--- config.mk ---
export PLATFORM = sky130hd
export DESIGN_NAME = fetch_unit
export DESIGN_NICKNAME = d
export VERILOG_FILES = /design/src/rtl/fetch_unit.sv
export SDC_FILE = /design/constraint.sdc
export NUM_CORES = 1
export LEC_CHECK = 0
export ABC_AREA = 1
export BUFFER_PORTS_ARGS = -buffer_cell sky130_fd_sc_hd__buf_4
export CORE_MARGIN = 2
export CORE_UTILIZATION = 44
export CTS_BUF_LIST = sky130_fd_sc_hd__clkbuf_8
export CTS_CLUSTER_DIAMETER = 80
export DETAILED_ROUTE_END_ITERATION = 8
export PLACE_DENSITY = 0.73
export SYNTH_ARGS = -nofsm -noshare
export SYNTH_HDL_FRONTEND = slang
export SYNTH_SLANG_ARGS = --single-unit
export TNS_END_PERCENT = 30
--- constraint.sdc ---
create_clock -name clk -period 3.41 [get_ports clk]
set_clock_uncertainty 0.15 [all_clocks]
set_input_delay 0.682 -clock clk [delete_from_list [all_inputs] [get_ports clk]]
set_output_delay 0.682 -clock clk [all_outputs]
set_load 0.05 [all_outputs]
--- src/rtl/fetch_unit.sv ---
// Instruction fetch unit: owns pc and ir, issues one memory read per fetch_req,
// and substitutes a NOOP with a sticky fault when memory does not answer in time.
//
// state  | meaning
// S_IDLE | waiting for fetch_req; pc_ld loads pc directly
// S_REQ  | imem_rd asserted, waiting for imem_rdy or timeout
// S_DONE | ir_valid pulse; pc advances or takes the pending target
module fetch_unit #(
   parameter int TIMEOUT = 15
) (
   input  logic        clk,
   input  logic        rst_f,
   input  logic        fetch_req,
   input  logic        pc_ld,
   input  logic [15:0] pc_target,
   input  logic        imem_rdy,
   input  logic [31:0] imem_data,
   output logic        imem_rd,
   output logic [15:0] imem_addr,
   output logic [31:0] ir,
   output logic [3:0]  opcode,
   output logic [3:0]  mm,
   output logic [15:0] pc,
   output logic        ir_valid,
   output logic        busy,
   output logic        fault
);

   localparam int CW = $clog2(TIMEOUT + 1);
   localparam logic [CW-1:0] TO_LAST = CW'(TIMEOUT - 1);
   localparam logic [CW-1:0] TO_FULL = CW'(TIMEOUT);

   typedef enum logic [1:0] {
      S_IDLE = 2'd0,
      S_REQ  = 2'd1,
      S_DONE = 2'd2
   } state_t;

   state_t        state_q, state_d;
   logic [CW-1:0] cnt_q, cnt_d;
   logic [15:0]   pc_q, pc_d;
   logic [15:0]   pend_q, pend_d;
   logic          pend_vld_q, pend_vld_d;
   logic [31:0]   ir_q, ir_d;
   logic          fault_q, fault_d;
   logic          tmo_q, tmo_d;

   always_ff @(posedge clk or negedge rst_f) begin
      if (!rst_f) begin
         state_q    <= S_IDLE;
         cnt_q      <= '0;
         pc_q       <= '0;
         pend_q     <= '0;
         pend_vld_q <= 1'b0;
         ir_q       <= '0;
         fault_q    <= 1'b0;
         tmo_q      <= 1'b0;
      end else begin
         state_q    <= state_d;
         cnt_q      <= cnt_d;
         pc_q       <= pc_d;
         pend_q     <= pend_d;
         pend_vld_q <= pend_vld_d;
         ir_q       <= ir_d;
         fault_q    <= fault_d;
         tmo_q      <= tmo_d;
      end
   end

   always_comb begin
      state_d    = state_q;
      cnt_d      = cnt_q;
      pc_d       = pc_q;
      pend_d     = pend_q;
      pend_vld_d = pend_vld_q;
      ir_d       = ir_q;
      fault_d    = fault_q;
      tmo_d      = tmo_q;
      imem_rd    = 1'b0;
      ir_valid   = 1'b0;
      case (state_q)
         S_IDLE: begin
            if (pc_ld) pc_d = pc_target;
            if (fetch_req) begin
               state_d = S_REQ;
               cnt_d   = '0;
               tmo_d   = 1'b0;
            end
         end
         S_REQ: begin
            imem_rd = 1'b1;
            if (pc_ld) begin
               pend_d     = pc_target;
               pend_vld_d = 1'b1;
            end
            if (imem_rdy) begin
               ir_d    = imem_data;
               state_d = S_DONE;
            end else if (cnt_q == TO_LAST) begin
               ir_d    = 32'h0;
               fault_d = 1'b1;
               tmo_d   = 1'b1;
               state_d = S_DONE;
            end else if (cnt_q != TO_FULL) begin
               cnt_d = cnt_q + 1'b1;
            end
         end
         S_DONE: begin
            ir_valid   = 1'b1;
            state_d    = S_IDLE;
            pend_d     = '0;
            pend_vld_d = 1'b0;
            // A pc_ld arriving in DONE is the most recent target, so it beats the pending one
            if (pc_ld)           pc_d = pc_target;
            else if (pend_vld_q) pc_d = pend_q;
            else if (!tmo_q)     pc_d = pc_q + 16'd1;
         end
         default: state_d = S_IDLE;
      endcase
   end

   assign imem_addr = pc_q;
   assign pc        = pc_q;
   assign ir        = ir_q;
   assign opcode    = ir_q[31:28];
   assign mm        = ir_q[27:24];
   assign busy      = (state_q != S_IDLE);
   assign fault     = fault_q;

endmodule

==> impl_metrics.ini <==
[critical_path]
r2r-end = pend_q[0]
crit_buf_inv = 2
crit_path_end_kind = primary output
start_kind = flop
slowest_stage = nor2_8
crit_path_max_fanout = 46
slowest_delay_ns = 0.48
worstSetupPathType = reg2out
worst-r2r-setup-slack_ns = 1.07
path_depth = 3
required_ns = 2.58
endpoint = imem_rd
r2r_cells = 5
r2r_start = state_q[0]
cp_cell_sequence = inv_2, nor2_8, buf_4
cp.arrival_ns = 1.70
critPathTopFamily = simple AND/OR/NAND/NOR gates
worstSetupStartpoint = state_q[0]

[cts]
cts_hold_buf = 0
cts.repair.resized = 0
htreeDepth = 3
cts_tree = built
clock_sinks = 73
root_buffer = clkbuf_8
clockBufferDepth = 2
cts_buffers = 9
clkTransAtPathRegs_ns = 0.07
clk_latency_ns = 0.34
postCtsSetupRepairBufs = 0

[power]
finalPower_w = 0.00544
power_density_nw_per_um2 = 1120
p_leak_nw = 2.62
vdd_drop_max_mv = 0.628

[floorplan]
io_pins = 129
core_sq_um = 8590
std_cell_rows = 34
dieArea_sq_um = 9530
fp.dieH_um = 97.6
initial_core_util_pct = 44.9
die-width_um = 97.6

[placement]
io_buffers = 128
dp_hpwl_um = 6960
placedCellCount = 684
gp_congestion = 0.816

[yosys]
synthCells = 493
syn_area_sq_um = 3860
synth_seq_area_share_pct = 47.4
yosysTopAreaCellShare_pct = 47.4
syn_nets = 549
yosys.area.top_type = dfrtp_1
async_flop_share_pct = 100
synth_edf_count = 0
synth_flop_cell = dfrtp_1
ys_seq_elements = 73
syn_area_per_cell_sq_um = 7.82
synth.distinct_cells = 31
yosys_warnings = 0
synth_area_leaders = dfrtp_1 (47%), nand2_1 (12%), nand3_1 (8.4%)

[drt]
first_iter_violations = 184
drc = 0
wirelength_um = 9520
dr.pass1.iters = 4
via_per_inst = 5.20
wl_per_cell_um = 13.6
vias = 3635
final_antenna_net_count = 0

[sta]
worstMarginPinSlew_ns = 0.932
rsz0062_at_grt = false
post-route-min-period_ns = 2.53
maxSlewHeadroom_pct = 37.9
max_freq_mhz = 396
slew_viol_final = 0
fin_crit_sh_pct = 74.1
report.final.hold_viol_count = 0
setup_viol = 0
whs_ns = 0.317
tns_ns = 0

[outcome]
status = finished, final reports clean

[global_route]
grt_pass1_vias = 3516
grt_first_pass_wirelength_um = 16100
grt_use_total_pct = 20.6
antenna_found_initial = 0
grt_start_max_net_pins = 74
grt_overflow = 0

[finish]
syn_to_final_growth_pct = 25.6
finalNetCount = 643
drive_gt1_share_pct = 26.2
fillers = 826
antennaDiodeCount = 0
instances_no_fill = 699

[min_path]
min_path_type = in2async

[flow_run]
maxCapViolCount = 0
per-stage QoR:
| step | worst slack [ns] | cell area, sq um | util (%) |
|---|---|---|---|
| floorplan | 1.27 | 3860 | - |
| global placement | 1.18 | 4650 | 54.1 |
| detailed placement | 1.06 | 4650 | 54.1 |
| CTS | 0.847 | 4840 | 56.4 |
| global route | 0.760 | 4840 | 56.4 |
| finish | 0.882 | 4840 | 56.4 |
power breakdown:
group / total, W / switching, W / internal, W
registers: 0.00157 / 0.000361 / 0.00121
logic: 0.00320 / 0.00231 / 0.000887
clock network: 0.000676 / 0.000307 / 0.000369
total: 0.00544 / 0.00298 / 0.00246
worst min path at each step:
stage	start	endpoint	slack (ns)	cells past startpoint
finish	rst_f	ir[17]	0.32	1
global route	fault	fault	0.34	2
CTS	fault	fault	0.32	2
detailed placement	fault	fault	0.31	2
global placement	fault	fault	0.30	2
floorplan	rst_f	cnt_q[0]	0.24	0
registers in the layout, summed over array words and instances, names as in the netlist:
name,flops
tmo_q,1
pend_vld_q,1
cnt_q,4
ir,32
pend_q,16
imem_addr,16
fault,1
state_q,2
worst register-to-register path, cell delays in order (launching register included):
cell and delay (ns):
dfrtp_1 0.44, inv_2 0.11, nor2_8 0.48, nand2_1 0.46
nand2_1 0.42, o21ai_0 0.15
cell usage in the layout, fill, tap and decap left out, drive strengths merged:
cell and count:
dfrtp 73, o22ai 11, nand2 127, buf 128, o31ai 1, a211oi 1, a21oi 22, or2 1
nand3 65, o211ai 2, bufinv 1, nand4 6, o21ai 36, a31oi 1, nor2 39, clkbuf 11
xor2 1, xnor2 2, clkinv 2, inv 57, ha 3, nor3 1
cell usage after synthesis (2+ instances only):
cell,instances
a21oi_1,22
buf_2,4
buf_4,25
buf_6,5
clkbuf_1,11
dfrtp_1,73
ha_1,3
inv_1,52
inv_2,4
nand2_1,124
nand2_4,2
nand3_1,65
nand4_1,6
nor2_1,36
o211ai_1,2
o21ai_0,29
o21ai_1,5
o22ai_1,11
xnor2_1,2
final cells by class:
type	count	area [sq um]	area share [%]
clock buffers	11	151	3.13
clock inverters	4	43.8	0.904
inverters	56	210	4.34
multi-input cells	319	1520	31.3
flip-flops and latches	73	1830	37.7
well taps	108	135	2.79
repair buffers	128	961	19.8
per-layer routing:
metal / GRT usage (%) / wire length, um / vias to the layer above
met5: 0 / 0 / -
met4: 6.94 / 170 / 0
met3: 6.19 / 841 / 18
met2: 33.7 / 4470 / 155
met1: 26.2 / 4040 / 1707
li1: - / - / 1755
logic make-up after synthesis:
| family | count (synthesis) | share of synthesized area [%] |
|---|---|---|
| AOI/OAI and AO/OA | 74 | 10.6 |
| xor gates and xnor gates | 3 | 0.681 |
| adders and majority gates | 3 | 0.973 |
| buffers and inverters | 101 | 13.4 |
| DFF | 73 | 47.4 |
| and+or+nand+nor | 239 | 27.0 |
Note: power is estimated with default switching activity, not from simulation.
